`config.mk`:
```
export PLATFORM = sky130hd
export DESIGN_NAME = nibble_serial_add_ctrl_flat
export DESIGN_NICKNAME = d
export VERILOG_FILES = /design/src/rtl/nibble_serial_add_ctrl_if.sv /design/src/rtl/nibble_serial_add_ctrl.sv /design/src/flat_wrapper.sv
export SDC_FILE = /design/constraint.sdc
export NUM_CORES = 1
export LEC_CHECK = 0
export ABC_AREA = 1
export ABC_CLOCK_PERIOD_IN_PS = 3800
export BUFFER_PORTS_ARGS = -buffer_cell sky130_fd_sc_hd__buf_4
export CAP_MARGIN = 0
export CORE_MARGIN = 4
export CORE_UTILIZATION = 25
export DETAILED_ROUTE_END_ITERATION = 12
export HOLD_SLACK_MARGIN = 0.1
export PLACE_DENSITY = 0.4
export SLEW_MARGIN = 25
export SYNTH_ARGS = -nofsm -noshare
export SYNTH_HDL_FRONTEND = slang
export SYNTH_SLANG_ARGS = --single-unit
```
`constraint.sdc`:
```
create_clock -name clk -period 3.8 [get_ports clk]
set_input_delay 0.19 -clock clk [delete_from_list [all_inputs] [get_ports clk]]
set_output_delay 0.19 -clock clk [all_outputs]
set_load 0.01 [all_outputs]
```
`src/rtl/nibble_serial_add_ctrl_if.sv`:
```
// nibble_serial_add_ctrl_if: request/result handshake and external 4-bit adder bus
interface nibble_serial_add_ctrl_if #(parameter int NIBBLES = 4);
  localparam int W = 4 * NIBBLES;
  logic         in_valid;
  logic         in_ready;
  logic [W-1:0] a;
  logic [W-1:0] b;
  logic         carry_in;
  logic         sub;
  logic [3:0]   cla_a;
  logic [3:0]   cla_b;
  logic         cla_cin;
  logic [3:0]   cla_sum;
  logic         cla_cout;
  logic         out_valid;
  logic         out_ready;
  logic [W-1:0] sum;
  logic         carry_out;
  logic         overflow;
  modport slave (
    input  in_valid, a, b, carry_in, sub, cla_sum, cla_cout, out_ready,
    output in_ready, cla_a, cla_b, cla_cin, out_valid, sum, carry_out, overflow
  );
  modport master (
    output in_valid, a, b, carry_in, sub, cla_sum, cla_cout, out_ready,
    input  in_ready, cla_a, cla_b, cla_cin, out_valid, sum, carry_out, overflow
  );
endinterface

```
`src/rtl/nibble_serial_add_ctrl.sv`:
```
// nibble_serial_add_ctrl: sequences a W-bit add/sub one nibble per cycle through an external 4-bit adder
module nibble_serial_add_ctrl #(
  parameter int NIBBLES = 4
) (
  input logic                   clk,
  input logic                   rst,
  nibble_serial_add_ctrl_if.slave io
);
  localparam int CW = $clog2(NIBBLES);
  typedef enum logic [1:0] {IDLE, RUN, DONE} state_t;
  state_t                   state_q, state_d;
  logic [CW-1:0]            cnt_q, cnt_d;
  logic [NIBBLES-1:0][3:0]  a_q, a_d, b_q, b_d, acc_q, acc_d, sum_q, sum_d;
  logic                     cin_q, cin_d, carry_q, carry_d, cout_q, cout_d, ovf_q, ovf_d;
  logic                     run, last;
  assign run  = state_q == RUN;
  assign last = cnt_q == CW'(NIBBLES - 1);
  assign io.in_ready  = state_q == IDLE && !rst;
  assign io.out_valid = state_q == DONE;
  assign io.sum       = sum_q;
  assign io.carry_out = cout_q;
  assign io.overflow  = ovf_q;
  assign io.cla_a     = run ? a_q[cnt_q] : 4'h0;
  assign io.cla_b     = run ? b_q[cnt_q] : 4'h0;
  assign io.cla_cin   = run && (cnt_q == '0 ? cin_q : carry_q);
  // Next-state: capture operands on accept, collect one nibble per RUN cycle, publish on the last one
  always_comb begin
    state_d = state_q;
    cnt_d   = cnt_q;
    a_d     = a_q;
    b_d     = b_q;
    cin_d   = cin_q;
    carry_d = carry_q;
    acc_d   = acc_q;
    sum_d   = sum_q;
    cout_d  = cout_q;
    ovf_d   = ovf_q;
    case (state_q)
      IDLE: if (io.in_valid) begin
        a_d     = io.a;
        b_d     = io.sub ? ~io.b : io.b;
        cin_d   = io.sub | io.carry_in;
        cnt_d   = '0;
        state_d = RUN;
      end
      RUN: begin
        acc_d[cnt_q] = io.cla_sum;
        carry_d      = io.cla_cout;
        cnt_d        = last ? '0 : cnt_q + 1'b1;
        if (last) begin
          sum_d   = acc_d;
          cout_d  = io.cla_cout;
          ovf_d   = (a_q[NIBBLES-1][3] ^ io.cla_sum[3]) & (b_q[NIBBLES-1][3] ^ io.cla_sum[3]);
          state_d = DONE;
        end
      end
      DONE: if (io.out_ready) state_d = IDLE;
      default: state_d = IDLE;
    endcase
  end
  // State register; reset wins over any handshake in the same cycle
  always_ff @(posedge clk) begin
    if (rst) begin
      state_q <= IDLE;
      cnt_q   <= '0;
      a_q     <= '0;
      b_q     <= '0;
      cin_q   <= 1'b0;
      carry_q <= 1'b0;
      acc_q   <= '0;
      sum_q   <= '0;
      cout_q  <= 1'b0;
      ovf_q   <= 1'b0;
    end else begin
      state_q <= state_d;
      cnt_q   <= cnt_d;
      a_q     <= a_d;
      b_q     <= b_d;
      cin_q   <= cin_d;
      carry_q <= carry_d;
      acc_q   <= acc_d;
      sum_q   <= sum_d;
      cout_q  <= cout_d;
      ovf_q   <= ovf_d;
    end
  end
endmodule

```
`src/flat_wrapper.sv`:
```
// flat-port wrapper written by rule: the top's interface ports become plain ports
module nibble_serial_add_ctrl_flat 
#(
  parameter int NIBBLES = 4
)
  (clk, rst, io_in_valid, io_a, io_b, io_carry_in, io_sub, io_cla_sum, io_cla_cout, io_out_ready, io_in_ready, io_cla_a, io_cla_b, io_cla_cin, io_out_valid, io_sum, io_carry_out, io_overflow);
  nibble_serial_add_ctrl_if #(.NIBBLES(NIBBLES)) io_i ();
  input logic clk;
  input logic rst;
  input wire logic [$bits(io_i.in_valid)-1:0] io_in_valid;
  input wire logic [$bits(io_i.a)-1:0] io_a;
  input wire logic [$bits(io_i.b)-1:0] io_b;
  input wire logic [$bits(io_i.carry_in)-1:0] io_carry_in;
  input wire logic [$bits(io_i.sub)-1:0] io_sub;
  input wire logic [$bits(io_i.cla_sum)-1:0] io_cla_sum;
  input wire logic [$bits(io_i.cla_cout)-1:0] io_cla_cout;
  input wire logic [$bits(io_i.out_ready)-1:0] io_out_ready;
  output wire logic [$bits(io_i.in_ready)-1:0] io_in_ready;
  output wire logic [$bits(io_i.cla_a)-1:0] io_cla_a;
  output wire logic [$bits(io_i.cla_b)-1:0] io_cla_b;
  output wire logic [$bits(io_i.cla_cin)-1:0] io_cla_cin;
  output wire logic [$bits(io_i.out_valid)-1:0] io_out_valid;
  output wire logic [$bits(io_i.sum)-1:0] io_sum;
  output wire logic [$bits(io_i.carry_out)-1:0] io_carry_out;
  output wire logic [$bits(io_i.overflow)-1:0] io_overflow;
  assign io_i.in_valid = io_in_valid;
  assign io_i.a = io_a;
  assign io_i.b = io_b;
  assign io_i.carry_in = io_carry_in;
  assign io_i.sub = io_sub;
  assign io_i.cla_sum = io_cla_sum;
  assign io_i.cla_cout = io_cla_cout;
  assign io_i.out_ready = io_out_ready;
  assign io_in_ready = io_i.in_ready;
  assign io_cla_a = io_i.cla_a;
  assign io_cla_b = io_i.cla_b;
  assign io_cla_cin = io_i.cla_cin;
  assign io_out_valid = io_i.out_valid;
  assign io_sum = io_i.sum;
  assign io_carry_out = io_i.carry_out;
  assign io_overflow = io_i.overflow;
  nibble_serial_add_ctrl #(.NIBBLES(NIBBLES)) u_core (.clk(clk), .rst(rst), .io(io_i));
endmodule
```
Yosys cells after proc, flatten, opt, wreduce, memory -nomap -nowiden
Index checks and enable logic that the tools add are counted.
{"block": "word_totals", "register_bits": 72, "input_bits": 43, "output_inout_bits": 29, "word_cells": 65}
{"block": "op_classes", "add_sub_neg": 1, "magnitude_cmp": 2, "eq_ne": 6, "mux": 18, "bitwise_logic": 5, "n_reduce_logical": 11}
{"cell": "4-bit 2-to-1 mux", "count": 5}
{"cell": "4-bit binary-select mux with 2-bit select", "count": 2}
{"cell": "16-bit bitwise mux", "count": 1}
{"cell": "16-bit 2-to-1 mux", "count": 1}
{"cell": "16-bit NOT", "count": 1}
{"cell": "2-bit 2-to-1 mux", "count": 5}
{"cell": "4-bit demux with 2-bit select", "count": 1}
{"cell": "2-bit != test, second input constant", "count": 3}
{"cell": "2-bit case mux with 3 select lines", "count": 1}
{"cell": "2-bit AND reduction", "count": 3}
{"cell": "2-bit equality test, second input constant", "count": 2}
{"cell": "2-bit zero test", "count": 2}
{"cell": "2-bit case mux with 2 select lines", "count": 1}
{"cell": "1-bit logical AND", "count": 3}
{"cell": "2-bit by 3-bit less-than comparator with 1-bit output, second input constant", "count": 1}
{"cell": "3-bit AND reduction", "count": 1}
{"cell": "2-bit by 1-bit adder with 2-bit output, second input constant", "count": 1}
{"cell": "2-bit by 1-bit equality test with 1-bit output, second input constant", "count": 1}
{"cell": "2-bit by 1-bit greater-or-equal comparator with 1-bit output, second input constant", "count": 1}
{"cell": "2-bit nonzero test", "count": 1}
{"cell": "1-bit bitwise XOR", "count": 2}
{"cell": "1-bit bitwise AND", "count": 1}
{"cell": "1-bit zero test", "count": 1}
{"cell": "1-bit 2-to-1 mux", "count": 1}
{"cell": "1-bit OR", "count": 1}

Logic depth before layout (Yosys ltp)
Gate-level depths: netlist (run 1).
{"block": "depth", "ltp_word": 5, "mapped_depth": 10}

Worst setup path before layout (run 1)
Ideal clock, no wire load.
{"block": "synth_path", "kind": "reg-to-output", "start": "register u_core.cnt_q[0]", "end": "output io_cla_cin", "arrival_ns": 1.503, "path_slack_ns": 2.107, "path_stages_with_launch": 8, "path_cell_list": "dfxtp_1 buf_4 clkinv_1 buf_2 ha_1 inv_1 nand2_1 a21oi_1"}
{"block": "synth_via", "elab_chain_cells": 3}
{"element": "start, declared", "line_no": "nibble_serial_add_ctrl.sv:12", "text": "logic [CW-1:0] cnt_q, cnt_d;"}
{"element": "start signal, assigned", "line_no": "nibble_serial_add_ctrl.sv:76", "text": "cnt_q <= cnt_d;"}
{"element": "2-bit zero test", "line_no": "nibble_serial_add_ctrl.sv:25", "text": "assign io.cla_cin = run && (cnt_q == '0 ? cin_q : carry_q);"}
{"element": "1-bit 2-to-1 mux", "line_no": "nibble_serial_add_ctrl.sv:25"}
{"element": "1-bit logical AND", "line_no": "nibble_serial_add_ctrl.sv:25"}
{"element": "end, declared", "line_no": "flat_wrapper.sv:21", "text": "output wire logic [$bits(io_i.cla_cin)-1:0] io_cla_cin;"}
Every way passes these cells.

Final worst setup path (run 1)
Same ends and word-level chain as after synthesis.

==> impl_metrics.json, run 1 <==
{
  "outcome": "finished, final reports clean",
  "cts_sinks": 68,
  "synth_area_per_cell_um2": 6.18,
  "die_x_um": 128,
  "min_period_ns": 2.99,
  "dr.pass1.iters": 4,
  "max_freq_mhz": 334,
  "gp_congestion": 0.753,
  "htreeDepth": 3,
  "worstPathArrival_ns": 2.80,
  "top_layer": "met4",
  "hold_violations": 0,
  "crit_chain": "clkinv_1, ha_1, inv_1, nand2_1, a21oi_1, buf_4",
  "cts_setup_buffers": 0,
  "grt_max_degree": 42,
  "seqCellArea_um2": 1360,
  "switching_share_pct": 25.4,
  "reg2regPathDepth": 8,
  "tritoncts": "yes",
  "skew_ns": 0.00508,
  "met2WireLength_mm": 4.38,
  "grt_antenna_before_repair": 0,
  "overflow": 0,
  "p_int_mw": 1.46,
  "worst_ep_required_time_ns": 3.61,
  "cts_max_path_buffers": 2,
  "numCtsBuffers": 9,
  "synthCells": 583,
  "instances_no_fill": 826,
  "synthesis.area_um2": 3600,
  "clk_pin_slew_ns": 0.05,
  "wl_mm": 9.44,
  "relSlewSlack_pct": 42.9,
  "cpPeakStageDelay_ns": 0.75,
  "io_buffer_count": 71,
  "clkPwrFrac_pct": 45.5,
  "std_cell_rows": 43,
  "avgViaCountPerCell": 4.05,
  "power_frac_seq_pct": 40.3,
  "start_util_pct": 25.8,
  "rsz0062_at_grt": "no",
  "grt.total_usage_pct": 12.1,
  "drv_cap": 0,
  "worst-setup-path-type": "reg2out",
  "met1_length_mm": 4.56,
  "ys_types": 22,
  "drcViolationCount": 0,
  "ios": 72,
  "critPathSlowestCell": "dfxtp_1",
  "n_antenna_cell": 0,
  "switching_power_uw": 496,
  "die_area_um2": 16400,
  "period_share_pct": 78.8,
  "worst_setup_path_end_kind": "primary output",
  "hpwl_mm": 6.81,
  "worst_pin_slew_ns": 0.855,
  "multi_input_area_um2": 1680,
  "finalSetupViolations": 0,
  "grt_pass1_vias": 3357,
  "fin_nets": 688,
  "num_vias": 3346,
  "start_kind": "flop",
  "yosysSeqAreaShare_pct": 37.8,
  "hp-class": "in2reg",
  "drive_above_1_share_pct": 15.2,
  "total_leakage_power_nw": 2.27,
  "avgRoutedWirePerCell_um": 11.4,
  "p_per_area_nw_per_um2": 434,
  "slew_viol_final": 0,
  "postCtsHoldBufs": 0,
  "wl_met3_um": 406,
  "drt.antenna.violating_nets": 0,
  "fp.dieH_um": 128,
  "grt_pass1_wl_mm": 16.1,
  "core-area_um2": 14000,
  "combPwrFrac_pct": 14.2,
  "first_iter_violations": 147,
  "clk_latency_ns": 0.32,
  "min_path_cells": 3,
  "clockRootBuffer": "clkbuf_16",
  "vdd_drop_max_v": 0.000189,
  "area_delta_synth_final_pct": 25.0,
  "synthesis.nets": 630,
  "fillers": 1559,
  "tns_ns": 0,
  "cts_resized": 0,
  "dp.cells": 810,
  "yosysWarnings": 0,
  "synth_seq_cells": 68,
  "critical_path_peak_fanout": 20
}
==> power groups by stage <==
stage,Sequential [mW],Combinational (mW),Clock [mW]
3_3_place_gp,0.804,0.281,0
2_1_floorplan,0.794,0.207,0
4_1_cts,0.789,0.285,0.916
5_1_grt,0.795,0.329,0.954
3_5_place_dp,0.805,0.284,0
6_report,0.789,0.277,0.890
==> layer usage <==
metal  global-route usage [%]  vias to the layer above
met1                     15.4                     1446
met3                     2.54                        6
met4                     3.37                        0
met2                     20.9                       53
met5                        0                        -
li1                         -                     1841
==> placed cells by master, fill, tap and decap left out <==
cell type  count
nand2_1      200
inv_2          1
clkbuf_16      9
ha_1           4
o21ai_0       34
bufinv_16      2
clkbuf_1       1
clkinv_2       3
nor2_8         1
nand3_2        1
nand2_4        2
nand3_4        2
inv_1         94
a21oi_1       27
dfxtp_1       68
clkinv_1       2
buf_4         73
clkbuf_8       1
inv_4          1
nor2_4         2
nor2_1        99
nand3_1       19
==> final timing paths <==
| path | slack [ns] | start | end |
|---|---|---|---|
| min reg2reg | 0.47 | u_core.io.carry_out$_SDFFE_PP0P_ | u_core.io.carry_out$_SDFFE_PP0P_ |
| max reg2reg | 1.24 | u_core.cnt_q[0]$_SDFFE_PP0P_ | u_core.io.sum[3]$_SDFFE_PP0P_ |
| max | 0.81 | u_core.cnt_q[0]$_SDFFE_PP0P_ | io_cla_cin |
| min | 0.13 | io_a[4] | u_core.a_q[4]$_SDFFE_PP0P_ |
==> layout make-up <==
class / count / area share [%]
Clock buffer: 11 / 5.39
Clock inverter: 5 / 1.67
Inverter: 98 / 8.22
Multi-Input combinational cell: 391 / 37.4
Sequential cell: 68 / 30.2
Tap cell: 180 / 5.00
Timing Repair Buffer: 73 / 12.2
==> cells by family after synthesis <==
| family | count (synthesis) | share of synthesized area, % |
|---|---|---|
| AND/OR/NAND/NOR | 326 | 36.8 |
| buffers and inverters | 124 | 15.6 |
| adder cells (fa/ha/maj) | 4 | 1.39 |
| flip-flops | 68 | 37.8 |
| AO/OA/AOI/OAI | 61 | 8.47 |
==> synthesized netlist by cell type <==
master    instances  share of area, %
nor2_8            1              0.56
o21ai_0          34               4.7
inv_4             1              0.17
nand3_2           1              0.28
nor2_4            2              0.62
nand3_1          19               2.6
buf_1             1              0.10
clkbuf_8          1              0.38
a21oi_1          27               3.7
clkbuf_1          6              0.62
buf_2             6              0.83
clkinv_1          2              0.21
nor2_1           99                10
nand2_4           2              0.62
nand3_4           2              0.97
inv_2             1              0.10
buf_4             4              0.83
nand2_1         200                21
buf_6             8               2.5
inv_1            94               9.8
ha_1              4               1.4
dfxtp_1          68                38
==> registers in the layout, summed over array words and instances, names as in the netlist <==
name,count
u_core.a_q,16
u_core.b_q,16
u_core.io.sum,16
u_core.acc_q,12
u_core.cnt_q,2
u_core.state_q,2
u_core.carry_q,1
u_core.cin_q,1
u_core.io.carry_out,1
u_core.io.overflow,1
==> worst max-delay path, delay by kind of cell (launching register included) <==
family | cells | cell delay [ns]
buf+inv | 3 | 1.01
flops | 1 | 0.75
fa+ha+maj | 1 | 0.52
compound gates | 1 | 0.14
simple gates | 1 | 0.07
==> metrics by stage <==
stage / hold WS [ns] / instance area (µm²) / total power [mW] / util [%] / setup slack, ns
final: 0.128 / 4510 / 1.96 / 32.2 / 0.807
after global routing: 0.142 / 4510 / 2.08 / 32.2 / 0.476
after CTS: 0.121 / 4510 / 1.99 / 32.2 / 0.718
after detailed placement: 0.460 / 4190 / 1.09 / 29.9 / 1.07
after global placement: 0.456 / 4190 / 1.09 / 29.9 / 1.18
after floorplan: 0.333 / 3600 / 1.00 / - / 2.11
Note: power is estimated with default switching activity, not from simulation.
==> run 2, diff against run 1 <==
ABC_CLOCK_PERIOD_IN_PS = 2900   (was 3800)
clock period = 2.9 ns   (was 3.8 ns; I/O delays follow)
==> impl_metrics.json, run 2 (synthesized netlist as in run 1, its figures left out) <==
{
  "p_per_area_nw_per_um2": 522,
  "grt_pass1_vias": 3414,
  "period_share_pct": 77.8,
  "worst-path-buf-inv": 3,
  "fillers": 1579,
  "hp-class": "in2reg",
  "worst_setup_path_end_kind": "primary output",
  "vdd_drop_max_v": 0.000285,
  "die_x_um": 128,
  "start_kind": "flop",
  "core-area_um2": 14000,
  "timing.rr.end": "u_core.io.sum[1]$_SDFFE_PP0P_",
  "std_cell_rows": 43,
  "hp-start": "io_cla_sum[1]",
  "worstPathArrival_ns": 2.11,
  "tns_ns": 0,
  "grt_pass1_wl_mm": 16.3,
  "total_leakage_power_nw": 2.34,
  "die_area_um2": 16400,
  "dr.pass1.iters": 4,
  "hold_violations": 0,
  "crit_chain": "clkinv_1, ha_1, inv_1, nand2_1, a21oi_1, buf_4",
  "fin_nets": 708,
  "start_util_pct": 25.8,
  "first_iter_violations": 200,
  "cp_top_family": "buffers and inverters",
  "io_buffer_count": 71,
  "reg2regPathDepth": 8,
  "drt.antenna.violating_nets": 0,
  "reg2reg_slack_ns": 1.04,
  "n_antenna_cell": 0,
  "cts_max_path_buffers": 2,
  "worst_ep_required_time_ns": 2.76,
  "drive_above_1_share_pct": 15.0,
  "tritoncts": "yes",
  "avgViaCountPerCell": 4.15,
  "avgRoutedWirePerCell_um": 11.4,
  "ios": 72,
  "max_freq_mhz": 443,
  "cts_sinks": 68,
  "worst_pin_slew_ns": 0.558,
  "hpwl_mm": 6.77,
  "htreeDepth": 3,
  "numCtsBuffers": 9,
  "slew_viol_final": 0,
  "num_vias": 3506,
  "wl_mm": 9.64,
  "clk_pin_slew_ns": 0.05,
  "grt.total_usage_pct": 12.4,
  "cpPeakStageDelay_ns": 0.49,
  "clk_latency_ns": 0.33,
  "min_to": "u_core.io.sum[13]$_SDFFE_PP0P_",
  "layout_commonest_cell": "nand2_1",
  "min_period_ns": 2.26,
  "finalSetupViolations": 0,
  "critPathSlowestCell": "ha_1",
  "grt_antenna_before_repair": 0,
  "drcViolationCount": 0,
  "grt_max_degree": 44,
  "gp_congestion": 0.727,
  "critical_path_peak_fanout": 19,
  "fp.dieH_um": 128,
  "drv_cap": 0,
  "min_path_cells": 3,
  "overflow": 0,
  "worst-setup-path-type": "reg2out",
  "relSlewSlack_pct": 62.7,
  "outcome": "finished, final reports clean",
  "layout_common_cells": "nand2_1, nor2_1, inv_1, buf_4, dfxtp_1",
  "clockRootBuffer": "clkbuf_16",
  "reg2reg_from": "u_core.cnt_q[0]$_SDFFE_PP0P_",
  "rsz0062_at_grt": "no",
  "skew_ns": 0.00498,
  "fin_util_pct": 33.4,
  "area_delta_synth_final_pct": 29.5
}
[run 2: cell types whose count changed in the layout (fill, tap and decap cells not counted), sizes merged]
cell and delta:
buf +4, bufinv -2, clkbuf +2, clkinv -1, dlygate4sd3 +16
[run 2: how the worst max path moves through the flow]
stage / startpoint / end / depth (start not counted) / slack [ns]
final: u_core.cnt_q[0]$_SDFFE_PP0P_ / io_cla_cin / 6 / 0.64
after global routing: u_core.cnt_q[0]$_SDFFE_PP0P_ / io_cla_cin / 6 / 0.42
after CTS: u_core.cnt_q[0]$_SDFFE_PP0P_ / io_cla_cin / 6 / 0.58
after detailed placement: u_core.cnt_q[0]$_SDFFE_PP0P_ / io_cla_cin / 6 / 0.94
after global placement: u_core.cnt_q[0]$_SDFFE_PP0P_ / io_cla_cin / 6 / 0.95
after floorplan: u_core.cnt_q[0]$_SDFFE_PP0P_ / io_cla_cin / 7 / 1.25
[run 2: through the flow]
step / area [µm²] / total power, mW / setup slack (ns) / hold slack, ns / cells
3_3_place_gp: 4210 / 1.43 / 0.948 / 0.400 / 813
4_1_cts: 4640 / 2.48 / 0.576 / 0.101 / 844
2_1_floorplan: 3600 / 1.31 / 1.25 / 0.288 / 583
6_report: 4670 / 2.44 / 0.644 / 0.0998 / 845
5_1_grt: 4670 / 2.58 / 0.422 / 0.121 / 845
3_5_place_dp: 4210 / 1.43 / 0.942 / 0.411 / 813
[run 2: repair_timing]
action	4_1_cts	5_1_grt
hold buffers	16	0
endpoints found under the hold margin	17	0
resized for setup	0	0
buffers inserted	0	0
[run 2: worst reg2reg max path, cell delays in order, from the launching register on]
cell and delay [ns]:
dfxtp_1 0.33, clkinv_1 0.43, ha_1 0.49, inv_1 0.17, nand2_1 0.10, nand2_1 0.06, nand2_1 0.05, nand2_1 0.07
nor2_1 0.04
[run 2: area by class of cell]
| type | instances | area, µm² | area share, % |
|---|---|---|---|
| multi-input combinational | 391 | 1680 | 36.0 |
| sequential | 68 | 1360 | 29.2 |
| timing repair buffer | 93 | 758 | 16.2 |
| inverter | 98 | 370 | 7.93 |
| clock buffer | 13 | 260 | 5.57 |
| tap | 180 | 225 | 4.82 |
| clock inverter | 2 | 10.0 | 0.214 |
[run 2: power by group]
part	switching, mW	internal, mW	total [mW]
clock	0.393	0.618	1.01
combinational	0.230	0.168	0.398
sequential	0.0321	0.996	1.03
[run 2: routing by layer]
layer  wire (µm)  global-route usage [%]  vias up
li1            -                       -     1880
met1        4510                    15.5     1547
met2        4520                    20.9       66
met3         468                    3.04       13
met4         131                    3.81        0
met5           0                       0        -
==> run 3, diff against run 2 <==
ABC_AREA = 0   (was 1)
ABC_CLOCK_PERIOD_IN_PS = 2250   (was 2900)
clock period = 2.25 ns   (was 2.9 ns; I/O delays follow)
==> impl_metrics.json, run 3 <==
{
  "synth_enable_flop_cells": 0,
  "io_buffer_count": 71,
  "critical_path_peak_fanout": 8,
  "grt_antenna_before_repair": 0,
  "fin_area_um2": 4380,
  "avgRoutedWirePerCell_um": 13.7,
  "numCtsBuffers": 9,
  "drv_cap": 0,
  "setup_slack_ns": 0.153,
  "synthTopCellsByCount": "dfxtp_1, nor2_1, nand2_1",
  "start_kind": "flop",
  "total_leakage_power_nw": 1.73,
  "tritoncts": "yes",
  "layout_commonest_cell": "buf_4",
  "ys_types": 23,
  "clk_pin_slew_ns": 0.05,
  "yosysSeqAreaShare_pct": 43.0,
  "drt.antenna.violating_nets": 0,
  "p_per_area_nw_per_um2": 715,
  "crit_chain": "buf_4, mux4_2, nor2b_1, buf_4",
  "synth_top_area_cell": "dfxtp_1",
  "vdd_drop_max_v": 0.000316,
  "layout_common_cells": "buf_4, dfxtp_1, nor2_1, nand2_1, a211oi_2",
  "synth_top_flop_cell": "dfxtp_1",
  "relSlewSlack_pct": 53.5,
  "synthesis.area_um2": 3170,
  "cpPeakStageDelay_ns": 0.59,
  "clk_latency_ns": 0.32,
  "dp.cells": 539,
  "async_reset_ff_share_pct": 0,
  "synth_top_area_share_pct": 43.0,
  "hpwl_mm": 5.58,
  "wl_mm": 7.97,
  "crit_top_cell": "buf_4",
  "slew_viol_final": 0,
  "n_antenna_cell": 0,
  "instances_no_fill": 580,
  "ios": 72,
  "skew_ns": 0.00365,
  "synthCells": 324,
  "die_area_um2": 14500,
  "worst-setup-path-type": "reg2out",
  "cts_max_path_buffers": 2,
  "grt_max_degree": 40,
  "worst_ep_required_time_ns": 2.14,
  "max_freq_mhz": 477,
  "grt_pass1_wl_mm": 13.0,
  "crit_start": "u_core.cnt_q[0]$_SDFFE_PP0P_",
  "clockRootBuffer": "clkbuf_16",
  "cp_top_family": "flip-flops",
  "start_util_pct": 26.0,
  "avgViaCountPerCell": 4.30,
  "grt.total_usage_pct": 11.4,
  "drcViolationCount": 0,
  "core-area_um2": 12200,
  "fp.dieH_um": 121,
  "whs_ns": 0.102,
  "cts_setup_buffers": 0,
  "period_share_pct": 93.2,
  "place_area_um2": 3810,
  "hp-class": "in2reg",
  "htreeDepth": 3,
  "yosysMostFrequentCell": "dfxtp_1",
  "worst-path-buf-inv": 2,
  "cts_sinks": 68,
  "gp_congestion": 0.679,
  "synthesis.nets": 371,
  "yosysWarnings": 0,
  "reg2reg_from": "u_core.cnt_q[0]$_SDFFE_PP0P_",
  "dr.pass1.iters": 4,
  "worstPathArrival_ns": 1.98,
  "std_cell_rows": 40,
  "tns_ns": 0,
  "dp_slack_ns": 0.447,
  "critPathSlowestCell": "dfxtp_1",
  "fin_nets": 455,
  "worst_setup_path_end_kind": "primary output",
  "min_period_ns": 2.10,
  "overflow": 0,
  "drive_above_1_share_pct": 31.1,
  "ys_top_cells_by_area": "dfxtp_1, a211oi_2, mux2i_1, mux4_2, nor2_1",
  "rsz0062_at_grt": "no",
  "hp-start": "io_carry_in",
  "outcome": "finished, final reports clean",
  "first_iter_violations": 92,
  "area_delta_synth_final_pct": 38.2,
  "grt_pass1_vias": 2560,
  "die_x_um": 121,
  "worst_pin_slew_ns": 0.697,
  "synth_seq_cells": 68,
  "hold_violations": 0,
  "finalSetupViolations": 0,
  "num_vias": 2495,
  "synth_area_per_cell_um2": 9.78
}
==> run 3: area by class of cell <==
| type | count | area (µm²) |
|---|---|---|
| tap | 168 | 210 |
| clock buffer | 14 | 274 |
| fill | 1282 | 7830 |
| clock inverter | 1 | 30.0 |
| inverter | 3 | 11.3 |
| timing repair buffer | 103 | 851 |
| sequential | 68 | 1360 |
| multi-input combinational | 223 | 1640 |
==> run 3: path summary, 6_finish.rpt <==
check,cells after the start,endpoint,slack (ns)
min reg2reg,2,u_core.io.sum[12]$_SDFFE_PP0P_,0.45
min,3,u_core.cin_q$_SDFFE_PP0P_,0.10
max,4,io_cla_b[2],0.15
max reg2reg,5,u_core.io.sum[3]$_SDFFE_PP0P_,0.45
==> run 3: per-stage QoR <==
step                      power, mW  utilization, %
after detailed placement       1.71            31.2
final                          3.13            35.9
after CTS                      3.19            35.9
after global placement         1.71            31.2
after global routing           3.27            35.9
after floorplan                1.57               -
==> run 3: kinds of logic after synthesis <==
logic type / after synthesis / synth area share (%)
adder cells (fa/ha/maj): 4 / 1.58
flip-flops: 68 / 43.0
multiplexers: 35 / 14.2
XOR/XNOR: 16 / 4.42
AO/OA/AOI/OAI: 54 / 15.4
buffers and inverters: 33 / 5.45
AND/OR/NAND/NOR: 114 / 16.0
==> run 3: tightest hold or removal path, stage by stage <==
cell,delay [ns]
buf_4,0.08
nor3_1,0.04
nor3_1,0.13
==> run 3: what timing repair did <==
action / CTS / global route
gates resized for setup: 0 / 0
endpoints found under the hold margin: 30 / 0
hold buffers: 26 / 0
endpoints found under the setup margin: 0 / 0
==> run 3: per-layer routing <==
metal / routed length, µm / track usage (%) / up-vias
met2: 3730 / 18.4 / 54
met5: 0 / 0 / -
li1: - / - / 1267
met4: 74 / 2.76 / 0
met1: 3800 / 14.7 / 1165
met3: 364 / 3.65 / 9
==> run 3: power by group <==
group | switching, mW | leakage [nW] | total [mW] | internal, mW
combinational | 0.196 | 1.03 | 0.411 | 0.216
clock | 0.474 | 0.149 | 1.42 | 0.943
sequential | 0.0394 | 0.555 | 1.30 | 1.26
total | 0.709 | 1.73 | 3.13 | 2.42
